## src/rtl/nx_indirect_access_mem_arb_pkg.sv

```systemverilog
// Types and limits shared by the indirect-access memory arbiter.
// The arbiter top includes an elaboration-time check of HW_BURST_MAX.
// That check calls burst_max_ok() from this package.
// This package has no ports.
package nx_mem_typePKG;

  // Who owns the memory port this cycle. It selects the memory mux and is
  // also useful as a debug probe.
  typedef enum logic [1:0] {OWN_NONE, OWN_SW, OWN_HW} owner_e;

  localparam int unsigned STARVE_W         = 8;
  localparam int unsigned STALL_W          = 16;
  localparam int unsigned HW_BURST_MIN     = 1;
  localparam int unsigned HW_BURST_LIM     = (1 << STARVE_W) - 1;
  localparam int unsigned HW_BURST_MAX_DEF = 8;

  // The burst limit has to fit in the starvation counter, and it must be
  // non-zero so that hardware gets at least one access.
  function automatic bit burst_max_ok(input int unsigned v);
    return (v >= HW_BURST_MIN) && (v <= HW_BURST_LIM);
  endfunction

endpackage

```

## src/rtl/nx_indirect_access_mem_arb_if.sv

```systemverilog
// Bus bundle around the arbiter. It carries three groups of signals:
//   - the controller (sw_*) port,
//   - the hardware requester (hw_*) port,
//   - the physical RAM (mem_*) port.
// It also carries the stall statistic.
// Modports:
//   - slave is the arbiter's view.
//   - master is everything around the arbiter (controller, datapath, RAM).
interface nx_indirect_access_mem_arb_if #(
  parameter int unsigned N_ADDR_BITS = 9,
  parameter int unsigned N_DATA_BITS = 96
);
  logic                   sw_cs, sw_ce, sw_we, yield, reset, grant;
  logic [N_ADDR_BITS-1:0] sw_add;
  logic [N_DATA_BITS-1:0] sw_wdat, sw_rdat;
  logic                   hw_req, hw_we, hw_gnt, hw_rvld;
  logic [N_ADDR_BITS-1:0] hw_add;
  logic [N_DATA_BITS-1:0] hw_wdat, hw_rdat;
  logic                   mem_cs, mem_ce, mem_we;
  logic [N_ADDR_BITS-1:0] mem_add;
  logic [N_DATA_BITS-1:0] mem_wdat, mem_rdat;
  logic [15:0]            hw_stall_cnt;

  modport slave (
    input  sw_cs, sw_ce, sw_we, sw_add, sw_wdat, yield, reset,
           hw_req, hw_we, hw_add, hw_wdat, mem_rdat,
    output grant, sw_rdat, hw_gnt, hw_rdat, hw_rvld,
           mem_cs, mem_ce, mem_we, mem_add, mem_wdat, hw_stall_cnt
  );

  modport master (
    output sw_cs, sw_ce, sw_we, sw_add, sw_wdat, yield, reset,
           hw_req, hw_we, hw_add, hw_wdat, mem_rdat,
    input  grant, sw_rdat, hw_gnt, hw_rdat, hw_rvld,
           mem_cs, mem_ce, mem_we, mem_add, mem_wdat, hw_stall_cnt
  );
endinterface

```

## src/rtl/nx_indirect_access_mem_arb_sat_counter.sv

```systemverilog
// Saturating up-counter with synchronous clear.
// Clear has priority over increment.
// Ports:
//   - clk, rst_n: clock and asynchronous active-low reset.
//   - clr_i: clear to 0.
//   - inc_i: count up; the count stops at MAX.
//   - cnt_o: current count.
module nx_sat_counter #(
  parameter int unsigned W   = 8,
  parameter logic [W-1:0] MAX = {W{1'b1}}
) (
  input  logic         clk,
  input  logic         rst_n,
  input  logic         clr_i,
  input  logic         inc_i,
  output logic [W-1:0] cnt_o
);
  logic [W-1:0] cnt_q, cnt_d;

  always_comb begin
    cnt_d = cnt_q;
    if (clr_i)                    cnt_d = '0;
    else if (inc_i && cnt_q != MAX) cnt_d = cnt_q + 1'b1;
  end

  always_ff @(posedge clk or negedge rst_n) begin
    if (!rst_n) cnt_q <= '0;
    else        cnt_q <= cnt_d;
  end

  assign cnt_o = cnt_q;
endmodule

```

## src/rtl/nx_indirect_access_mem_arb.sv

```systemverilog
// Arbiter that shares one single-port RAM between two requesters:
//   - the indirect access controller (sw_*),
//   - one hardware datapath requester (hw_*).
// Hardware wins by default. Software wins in any of these cases:
//   - hardware is idle,
//   - the controller yields,
//   - the controller is in a reset/init sweep,
//   - hardware has won HW_BURST_MAX times in a row against a pending
//     software request.
// Ports:
//   - clk, rst_n: clock and asynchronous active-low reset.
//   - bus: the slave modport, carrying the sw/hw/mem groups and
//     hw_stall_cnt.
module nx_indirect_access_mem_arb
  import nx_mem_typePKG::*;
#(
  parameter int unsigned N_ADDR_BITS  = 9,
  parameter int unsigned N_DATA_BITS  = 96,
  parameter int unsigned HW_BURST_MAX = HW_BURST_MAX_DEF
) (
  input logic                         clk,
  input logic                         rst_n,
  nx_indirect_access_mem_arb_if.slave bus
);
  if (!burst_max_ok(HW_BURST_MAX)) begin : g_bad_burst
    $error("HW_BURST_MAX must be within 1..255");
  end

  localparam logic [STARVE_W-1:0] STARVE_MAX = STARVE_W'(HW_BURST_MAX);

  logic                   lock_q, lock_d, hw_rd_q;
  logic                   lock_eff, sw_win, hw_win;
  logic [STARVE_W-1:0]    starve_q;
  logic [STALL_W-1:0]     stall_cnt;
  owner_e                 own;
  logic                   mem_we, mem_ce;
  logic [N_ADDR_BITS-1:0] mem_add;
  logic [N_DATA_BITS-1:0] mem_wdat;

  // The lock only matters while the sweep is still running. Gating it with
  // reset lets hardware in during the same cycle that reset falls, one cycle
  // before lock_q itself clears.
  assign lock_eff = lock_q & bus.reset;
  assign sw_win   = rst_n & bus.sw_cs & (lock_eff | bus.reset | bus.yield |
                    ~bus.hw_req | (starve_q == STARVE_MAX));
  assign hw_win   = rst_n & bus.hw_req & ~sw_win & ~lock_eff;

  always_comb begin
    own = OWN_NONE;
    if (sw_win)      own = OWN_SW;
    else if (hw_win) own = OWN_HW;
  end

  // With no owner, mem_add and mem_wdat idle on the hardware values so that
  // the address bus does not toggle needlessly.
  always_comb begin
    mem_we   = 1'b0;
    mem_ce   = 1'b0;
    mem_add  = bus.hw_add;
    mem_wdat = bus.hw_wdat;
    case (own)
      OWN_SW: begin
        mem_we   = bus.sw_we;
        mem_ce   = bus.sw_ce;
        mem_add  = bus.sw_add;
        mem_wdat = bus.sw_wdat;
      end
      OWN_HW:  mem_we = bus.hw_we;
      default: ;
    endcase
  end

  assign bus.grant    = (own == OWN_SW);
  assign bus.hw_gnt   = (own == OWN_HW);
  assign bus.mem_cs   = (own != OWN_NONE);
  assign bus.mem_we   = mem_we;
  assign bus.mem_ce   = mem_ce;
  assign bus.mem_add  = mem_add;
  assign bus.mem_wdat = mem_wdat;
  assign bus.sw_rdat  = bus.mem_rdat;
  assign bus.hw_rdat  = bus.mem_rdat;
  assign bus.hw_rvld  = hw_rd_q;

  // The lock is released as soon as the sweep ends, or when the controller
  // drops its request (an abort or error mid-sweep).
  always_comb begin
    lock_d = lock_q;
    if (!bus.reset || !bus.sw_cs) lock_d = 1'b0;
    else if (sw_win)              lock_d = 1'b1;
  end

  always_ff @(posedge clk or negedge rst_n) begin
    if (!rst_n) begin
      lock_q  <= 1'b0;
      hw_rd_q <= 1'b0;
    end else begin
      lock_q  <= lock_d;
      hw_rd_q <= hw_win & ~bus.hw_we;
    end
  end

  // Counts hardware wins against a pending software request.
  nx_sat_counter #(.W(STARVE_W), .MAX(STARVE_MAX)) u_starve (
    .clk   (clk),
    .rst_n (rst_n),
    .clr_i (sw_win | ~bus.sw_cs),
    .inc_i (hw_win & bus.sw_cs),
    .cnt_o (starve_q)
  );

  // Counts refused hardware cycles. Only reset clears it.
  nx_sat_counter #(.W(STALL_W)) u_stall (
    .clk   (clk),
    .rst_n (rst_n),
    .clr_i (1'b0),
    .inc_i (bus.hw_req & ~hw_win),
    .cnt_o (stall_cnt)
  );

  assign bus.hw_stall_cnt = stall_cnt;
endmodule
```

## src/flat_wrapper.sv

```systemverilog
// flat-port wrapper written by rule: the top's interface ports become plain ports
module nx_indirect_access_mem_arb_flat import nx_mem_typePKG::*;
#(
  parameter int unsigned N_ADDR_BITS  = 9,
  parameter int unsigned N_DATA_BITS  = 96,
  parameter int unsigned HW_BURST_MAX = HW_BURST_MAX_DEF
)
  (clk, rst_n, bus_sw_cs, bus_sw_ce, bus_sw_we, bus_sw_add, bus_sw_wdat, bus_yield, bus_reset, bus_hw_req, bus_hw_we, bus_hw_add, bus_hw_wdat, bus_mem_rdat, bus_grant, bus_sw_rdat, bus_hw_gnt, bus_hw_rdat, bus_hw_rvld, bus_mem_cs, bus_mem_ce, bus_mem_we, bus_mem_add, bus_mem_wdat, bus_hw_stall_cnt);
  nx_indirect_access_mem_arb_if #(.N_ADDR_BITS(N_ADDR_BITS), .N_DATA_BITS(N_DATA_BITS)) bus_i ();
  input logic clk;
  input logic rst_n;
  input wire logic [$bits(bus_i.sw_cs)-1:0] bus_sw_cs;
  input wire logic [$bits(bus_i.sw_ce)-1:0] bus_sw_ce;
  input wire logic [$bits(bus_i.sw_we)-1:0] bus_sw_we;
  input wire logic [$bits(bus_i.sw_add)-1:0] bus_sw_add;
  input wire logic [$bits(bus_i.sw_wdat)-1:0] bus_sw_wdat;
  input wire logic [$bits(bus_i.yield)-1:0] bus_yield;
  input wire logic [$bits(bus_i.reset)-1:0] bus_reset;
  input wire logic [$bits(bus_i.hw_req)-1:0] bus_hw_req;
  input wire logic [$bits(bus_i.hw_we)-1:0] bus_hw_we;
  input wire logic [$bits(bus_i.hw_add)-1:0] bus_hw_add;
  input wire logic [$bits(bus_i.hw_wdat)-1:0] bus_hw_wdat;
  input wire logic [$bits(bus_i.mem_rdat)-1:0] bus_mem_rdat;
  output wire logic [$bits(bus_i.grant)-1:0] bus_grant;
  output wire logic [$bits(bus_i.sw_rdat)-1:0] bus_sw_rdat;
  output wire logic [$bits(bus_i.hw_gnt)-1:0] bus_hw_gnt;
  output wire logic [$bits(bus_i.hw_rdat)-1:0] bus_hw_rdat;
  output wire logic [$bits(bus_i.hw_rvld)-1:0] bus_hw_rvld;
  output wire logic [$bits(bus_i.mem_cs)-1:0] bus_mem_cs;
  output wire logic [$bits(bus_i.mem_ce)-1:0] bus_mem_ce;
  output wire logic [$bits(bus_i.mem_we)-1:0] bus_mem_we;
  output wire logic [$bits(bus_i.mem_add)-1:0] bus_mem_add;
  output wire logic [$bits(bus_i.mem_wdat)-1:0] bus_mem_wdat;
  output wire logic [$bits(bus_i.hw_stall_cnt)-1:0] bus_hw_stall_cnt;
  assign bus_i.sw_cs = bus_sw_cs;
  assign bus_i.sw_ce = bus_sw_ce;
  assign bus_i.sw_we = bus_sw_we;
  assign bus_i.sw_add = bus_sw_add;
  assign bus_i.sw_wdat = bus_sw_wdat;
  assign bus_i.yield = bus_yield;
  assign bus_i.reset = bus_reset;
  assign bus_i.hw_req = bus_hw_req;
  assign bus_i.hw_we = bus_hw_we;
  assign bus_i.hw_add = bus_hw_add;
  assign bus_i.hw_wdat = bus_hw_wdat;
  assign bus_i.mem_rdat = bus_mem_rdat;
  assign bus_grant = bus_i.grant;
  assign bus_sw_rdat = bus_i.sw_rdat;
  assign bus_hw_gnt = bus_i.hw_gnt;
  assign bus_hw_rdat = bus_i.hw_rdat;
  assign bus_hw_rvld = bus_i.hw_rvld;
  assign bus_mem_cs = bus_i.mem_cs;
  assign bus_mem_ce = bus_i.mem_ce;
  assign bus_mem_we = bus_i.mem_we;
  assign bus_mem_add = bus_i.mem_add;
  assign bus_mem_wdat = bus_i.mem_wdat;
  assign bus_hw_stall_cnt = bus_i.hw_stall_cnt;
  nx_indirect_access_mem_arb #(.N_ADDR_BITS(N_ADDR_BITS), .N_DATA_BITS(N_DATA_BITS), .HW_BURST_MAX(HW_BURST_MAX)) u_core (.clk(clk), .rst_n(rst_n), .bus(bus_i));
endmodule
```

## config.mk

```make
export PLATFORM = sky130hd
export DESIGN_NAME = nx_indirect_access_mem_arb_flat
export DESIGN_NICKNAME = d
export VERILOG_FILES = /design/src/rtl/nx_indirect_access_mem_arb_pkg.sv /design/src/rtl/nx_indirect_access_mem_arb_if.sv /design/src/rtl/nx_indirect_access_mem_arb_sat_counter.sv /design/src/rtl/nx_indirect_access_mem_arb.sv /design/src/flat_wrapper.sv
export SDC_FILE = /design/constraint.sdc
export NUM_CORES = 1
export LEC_CHECK = 0
export CORE_AREA = 5 5 246 248
export DETAILED_ROUTE_END_ITERATION = 8
export DIE_AREA = 0 0 251 253
export GPL_TIMING_DRIVEN = 0
export HOLD_SLACK_MARGIN = 0.12
export PLACE_DENSITY = 0.43
export SYNTH_ARGS = -nofsm -noshare
export SYNTH_HDL_FRONTEND = slang
export SYNTH_SLANG_ARGS = --single-unit
```

## constraint.sdc

```tcl
create_clock -name clk -period 5.1 [get_ports clk]
set_input_delay 1.02 -clock clk [delete_from_list [all_inputs] [get_ports clk]]
set_output_delay 1.02 -clock clk [all_outputs]
set_load 0.02 [all_outputs]
```

=== Word-level counts from Yosys, hierarchy flattened ===
Index checks and enable logic that the tools add are counted.

* Flip-flop bits (word level): 26
* Input port bits: 315
* Output and inout bits: 319
* Word-level logic and storage cells: 49

* Add/subtract/negate cells: 2
* Equal/unequal tests: 5
* Multiplexer cells: 10
* Bitwise logic cells: 20
* Reduce and logical (&&, ||, !) cells: 8

{| class="wikitable"
|+ Operators by type and width
! cell !! number
|-
| two-way mux 96 bit || 1
|-
| adder 16 x 1 -> 16 bit (second input constant) || 1
|-
| two-way mux 8 bit || 2
|-
| inequality test 16 bit (second input constant) || 1
|-
| bitwise AND 1 bit || 9
|-
| two-way mux 9 bit || 1
|-
| adder 8 x 1 -> 8 bit (second input constant) || 1
|-
| equality test 8 x 4 -> 1 bit (second input constant) || 1
|-
| inequality test 8 x 4 -> 1 bit (second input constant) || 1
|-
| inverter 1 bit || 6
|-
| nonzero test 2 bit || 3
|-
| bitwise OR 1 bit || 5
|-
| two-way mux 2 bit || 2
|-
| two-way mux 1 bit || 3
|-
| equality test 2 x 1 -> 1 bit (second input constant) || 1
|-
| equality test 2 bit (second input constant) || 1
|-
| logical AND 1 bit || 2
|-
| zero test 1 bit || 2
|-
| one-hot mux 1 bit (2 select lines) || 1
|-
| logical OR 1 bit || 1
|}

=== Logic depth before layout (Yosys ltp) ===
* Depth in word-level cells: 13
* Mapped depth: 9
* Mapped depth without buffers: 7

=== Hierarchy ===
Synthesis repeated with hierarchy kept, for this count alone.

* Cells, all modules: 856
* Area total of the unflattened synthesis: 5730.5 sq um

{| class="wikitable"
|+ By module, submodules not included
! module !! instances !! cells an instance !! area each (sq um) !! sequential area each (sq um)
|-
| nx_indirect_access_mem_arb || 1 || 713 || 4337.9 || 50.0
|-
| nx_sat_counter at u_core.u_stall || 1 || 98 || 942.2 || 400.4
|-
| nx_sat_counter at u_core.u_starve || 1 || 45 || 450.4 || 200.2
|}

=== Worst setup path after synthesis ===
No wires, ideal clock.

* Path kind: input -> output
* From: input bus_reset
* To: output bus_hw_gnt
* Data arrival time: 2208 ps
* Required time: 4080 ps
* Path slack: 1872 ps
* Stages: 7
* Buffers on the path: 2
* Cell sequence: nor2_1 nand2_1 o211ai_2 buf_6 buf_6 inv_2 nor2_1

* Word-level cells in the longest chain between the ends: 12
* Elaborated cells between the ends (all ways): 13
* Classes of those cells: 1 x eq/ne; 2 x mux; 10 x bitwise

{| class="wikitable"
|+ Ends and longest elaborated chain
! element !! line !! RTL
|-
| start, declared || flat_wrapper.sv:18 || <nowiki>input wire logic [$bits(bus_i.reset)-1:0] bus_reset;</nowiki>
|-
| bitwise AND 1 bit || nx_indirect_access_mem_arb.sv:43 || <nowiki>assign lock_eff = lock_q & bus.reset;</nowiki>
|-
| bitwise OR 1 bit (3 in series) || nx_indirect_access_mem_arb.sv:44 || <nowiki>assign sw_win = rst_n & bus.sw_cs & (lock_eff | bus.reset | bus.yield |</nowiki>
|-
| bitwise OR 1 bit || nx_indirect_access_mem_arb.sv:45 || <nowiki>~bus.hw_req | (starve_q == STARVE_MAX));</nowiki>
|-
| bitwise AND 1 bit || nx_indirect_access_mem_arb.sv:44 ||
|-
| inverter 1 bit || nx_indirect_access_mem_arb.sv:46 || <nowiki>assign hw_win = rst_n & bus.hw_req & ~sw_win & ~lock_eff;</nowiki>
|-
| bitwise AND 1 bit (2 in series) || nx_indirect_access_mem_arb.sv:46 ||
|-
| two-way mux 2 bit || nx_indirect_access_mem_arb.sv:51 || <nowiki>else if (hw_win) own = OWN_HW;</nowiki>
|-
| two-way mux 2 bit * || nx_indirect_access_mem_arb.sv:50 || <nowiki>if (sw_win) own = OWN_SW;</nowiki>
|-
| equality test 2 bit * || nx_indirect_access_mem_arb.sv:74 || <nowiki>assign bus.hw_gnt = (own == OWN_HW);</nowiki>
|-
| end, declared || flat_wrapper.sv:26 || <nowiki>output wire logic [$bits(bus_i.hw_gnt)-1:0] bus_hw_gnt;</nowiki>
|}

Every way passes the cells marked *; elsewhere a longest branch is shown, timed or not.

=== Final worst setup path ===
* From: input bus_reset
* To: output bus_mem_wdat[24]

* Word-level cells in the longest chain between the ends: 13
* Elaborated cells between the ends (all ways): 14
* Classes of those cells: 1 x eq/ne; 3 x mux; 10 x bitwise

{| class="wikitable"
|+ Ends and longest elaborated chain
! element !! line !! RTL
|-
| bitwise AND 1 bit || nx_indirect_access_mem_arb.sv:43 ||
|-
| bitwise OR 1 bit (3 in series) || nx_indirect_access_mem_arb.sv:44 ||
|-
| bitwise OR 1 bit || nx_indirect_access_mem_arb.sv:45 ||
|-
| bitwise AND 1 bit || nx_indirect_access_mem_arb.sv:44 ||
|-
| inverter 1 bit || nx_indirect_access_mem_arb.sv:46 ||
|-
| bitwise AND 1 bit (2 in series) || nx_indirect_access_mem_arb.sv:46 ||
|-
| two-way mux 2 bit || nx_indirect_access_mem_arb.sv:51 ||
|-
| two-way mux 2 bit * || nx_indirect_access_mem_arb.sv:50 ||
|-
| equality test 2 x 1 -> 1 bit * || nx_indirect_access_mem_arb.sv:61 || <nowiki>case (own)</nowiki>
|-
| two-way mux 96 bit * || nx_indirect_access_mem_arb.sv:61 ||
|-
| end, declared || flat_wrapper.sv:33 || <nowiki>output wire logic [$bits(bus_i.mem_wdat)-1:0] bus_mem_wdat;</nowiki>
|}

Marked as above.

==> run_results.csv <==
group,metric,value,unit
timing,setup_viol,0,
synthesis,ys_seq_area_frac,0.157,
synthesis,yosysUniqueCellTypes,37,
power,power.share.combinational,0.695,
placed_design,place_area,10500,um^2
critical_path,critPathLaunchType,"primary input",
route,vias_per_cell,2.79,
final_layout,fillers,6436,
placed_design,place_congestion,0.793,
power,swShare,0.370,
critical_path,crit_arrival,3.67,ns
clocking,htreeDepth,1,
critical_path,cp_slowest_stage_delay,0.60,ns
worst_hold_path,min_path_cells,1,
clocking,clkLatencyLatePin,0.26,ns
timing,worst_slew_pin_slew,0.702,ns
clocking,numCtsBuffers,3,
final_layout,area_delta_synth_final,155,%
floorplan,io_pins,634,
route,drt_iter0_drc,84,
route,vias,4918,
route,drc,0,
synthesis,synth_top_area_cell,"buf_4",
global_route,grt_max_degree,33,
timing,fin_crit,4.69,ns
power,clkPwrFrac,0.123,
synthesis,yosys_register_bits,26,
floorplan,die-width,251,um
clocking,clk_pin_slew,0.07,ns
clocking,cts_hold_buf,0,
global_route,antenna_found_initial,3,
worst_hold_path,hp-class,"register to register",
synthesis,synth_area,4140,um^2
critical_path,regToRegSetupSlack,2.84,ns
timing,slew_headroom,0.532,
timing,finalHoldViolCount,0,
synthesis,synth_common_cells,"192 x buf_4, 89 x mux2_2, 26 x dfrtp_1, 18 x mux2_4, 17 x xor2_1",
final_layout,drive_above_1_share,0.330,
power,p_sw,0.000580,W
power,power_density,148,nW/um^2
clocking,cts_tree,"yes",
floorplan,die_area,63500,um^2
power,ir_drop,0.126,mV
critical_path,worstPathMaxFanout,10,
floorplan,rows,89,
route,wl_per_cell,15.0,um
critical_path,crit_path_end_kind,"primary output",
critical_path,cp_common_cell,"clkdlybuf4s50_1",
timing,drv_slew,0,
synthesis,synth_area_leaders,"buf_4 35%, mux2_2 24%, dfrtp_1 16%, mux2_4 6.5%, xor2_1 3.6%",
synthesis,avgSynthCellArea,9.31,um^2
global_route,grt_usage,0.0727,
timing,finalClockSkew,0.00640,ns
route,ant_nets,0,
synthesis,synthCells,445,
run_status,status,"complete, no violations",
floorplan,die_height,253,um
placed_design,portBuffers,537,
global_route,grt_pass1_wl,35.3,mm
critical_path,crit_cells,7,
critical_path,crit_type,"primary input to primary output",
critical_path,cp_cell_sequence,"clkdlybuf4s50_1 -> nor2_1 -> nand2_1 -> o211ai_4 -> buf_2 -> mux2_2 -> clkdlybuf4s50_1",
clocking,cts_buffer_depth,2,
final_layout,nets,1305,
clocking,cts_root_buffer,"clkbuf_16",
timing,worst_hold_slack,0.501,ns
floorplan,initial_utilization,0.0711,
critical_path,critPathSlowestCell,"clkdlybuf4s50_1",
power,seq_power_share,0.182,
global_route,grt_pass1_vias,5357,
synthesis,syn_nets,763,
synthesis,async_flop_share,1.00,
critical_path,crit_buf_inv,3,
clocking,post_cts_buffers,0,
synthesis,yosysWarningCount,0,
route,firstDrtPassIters,5,
critical_path,cp.required,4.08,ns
route,totalWireLength,26.4,mm
clocking,numClockSinks,26,
timing,rsz0062_at_grt,"false",
synthesis,synth_top_area_share,0.348,
critical_path,path_delay_family,"buffers and inverters",
final_layout,seqCellArea,651,um^2
final_layout,multi_input_area,1950,um^2
floorplan,coreArea,58200,um^2
global_route,gr-total-overflow,0,
final_layout,design_area,10600,um^2
synthesis,synthMostInstantiatedCell,"buf_4",
power,p_leak,4.24,nW
timing,max_freq,0.213,GHz
synthesis,synth_edf_count,0,
power,p_int,0.000989,W
run,drv_cap,0,
timing,fin_crit_sh,0.920,
synthesis,synth_ff_type,"dfrtp_1",
placed_design,detailedPlacementHpwl,24.2,mm
critical_path,rr_worst_depth,7,
path summary, 6_finish.rpt:
check / from / endpoint
setup / recovery: bus_reset / bus_mem_wdat[24]
hold / removal: u_core.u_stall.cnt_o[15]$_DFFE_PN0P_ / u_core.u_stall.cnt_o[15]$_DFFE_PN0P_
setup reg to reg: u_core.u_starve.cnt_o[5]$_DFFE_PN0P_ / u_core.bus.hw_rvld$_DFF_PN0_
hold reg to reg: u_core.u_stall.cnt_o[15]$_DFFE_PN0P_ / u_core.u_stall.cnt_o[15]$_DFFE_PN0P_
max in group asynchronous: rst_n / u_core.bus.hw_rvld$_DFF_PN0_
min in group asynchronous: rst_n / u_core.u_stall.cnt_o[4]$_DFFE_PN0P_
power groups by stage:
stage | Clock, W | Sequential (W) | Combinational, W
detailed placement | 0 | 0.000291 | 0.00111
global placement | 0 | 0.000290 | 0.00111
CTS | 0.000199 | 0.000288 | 0.00111
floorplan | 0 | 0.000315 | 0.000470
finish | 0.000192 | 0.000286 | 0.00109
global route | 0.000208 | 0.000296 | 0.00115
sequential cells by signal, summed over array words and instances (netlist names):
name	count
u_core.lock_q	1
u_core.u_starve.cnt_o	8
u_core.bus.hw_rvld	1
u_core.u_stall.cnt_o	16
metal layers:
layer / share of wire / global-route usage / vias up / wire length [um]
met5: 0 / 0 / - / 0
met3: 0.083 / 0.0222 / 10 / 2200
met4: 0.0083 / 0.00780 / 0 / 219
met2: 0.58 / 0.151 / 262 / 15300
met1: 0.33 / 0.0723 / 2250 / 8680
li1: - / - / 2396 / -
metrics by stage:
step	std cells	total power [W]	TNS (ns)	util	worst slack, ns
floorplan	445	0.000786	0	-	1.87
global placement	1755	0.00140	-74.48	0.180	-0.829
CTS	1759	0.00160	0	0.182	0.205
global route	1759	0.00166	0	0.182	0.128
finish	1760	0.00157	0	0.182	0.410
detailed placement	1755	0.00140	-0.0179	0.180	-0.0179
timing repair:
action,CTS,global route
hold endpoints to repair,0,0
setup endpoints to repair,1,0
gates resized for setup,1,0
placed cells by master, fill, tap and decap left out, types with 2 or more instances in the layout:
| cell type | instances |
|---|---|
| xnor2_1 | 4 |
| buf_2 | 9 |
| dfrtp_1 | 26 |
| nand4_1 | 6 |
| nor2_1 | 14 |
| mux2_2 | 89 |
| a21oi_1 | 3 |
| buf_4 | 192 |
| nor4_1 | 5 |
| nand3_1 | 8 |
| nor4b_1 | 2 |
| clkdlybuf4s50_1 | 536 |
| buf_6 | 4 |
| nand2_1 | 13 |
| xor2_1 | 17 |
| inv_1 | 5 |
| or2_2 | 2 |
| o21ai_0 | 3 |
| and3_1 | 2 |
| nor3_1 | 5 |
| ha_1 | 3 |
| clkbuf_16 | 3 |
| mux2_4 | 18 |
cells by family (layout without fill, tap and decap cells):
group                    Yosys count  after routing  synth area share
other                              0              1                 0
multiplexers                     107            107             0.307
XOR/XNOR                          21             21            0.0444
buffers and inverters            211            752             0.375
AO/OA/AOI/OAI                     11             11            0.0187
adder cells (fa/ha/maj)            3              3           0.00906
AND/OR/NAND/NOR                   66             66            0.0885
flip-flops                        26             26             0.157
final cells by class:
class | count | area share
tap | 773 | 0.0914
timing repair buffer | 537 | 0.508
buffer | 205 | 0.145
multi-input combinational | 208 | 0.184
clock buffer | 4 | 0.00840
inverter | 6 | 0.00213
sequential | 26 | 0.0615
antenna | 1 | 0.000237
worst reg2reg max path, delay by kind of cell (launching register included):
family          cells  cell delay [ns]
simple gates        3             0.91
buf+inv             3             0.58
compound gates      1             0.25
flops               1             0.40
No activity file was read; power rests on OpenSTA's default activity.
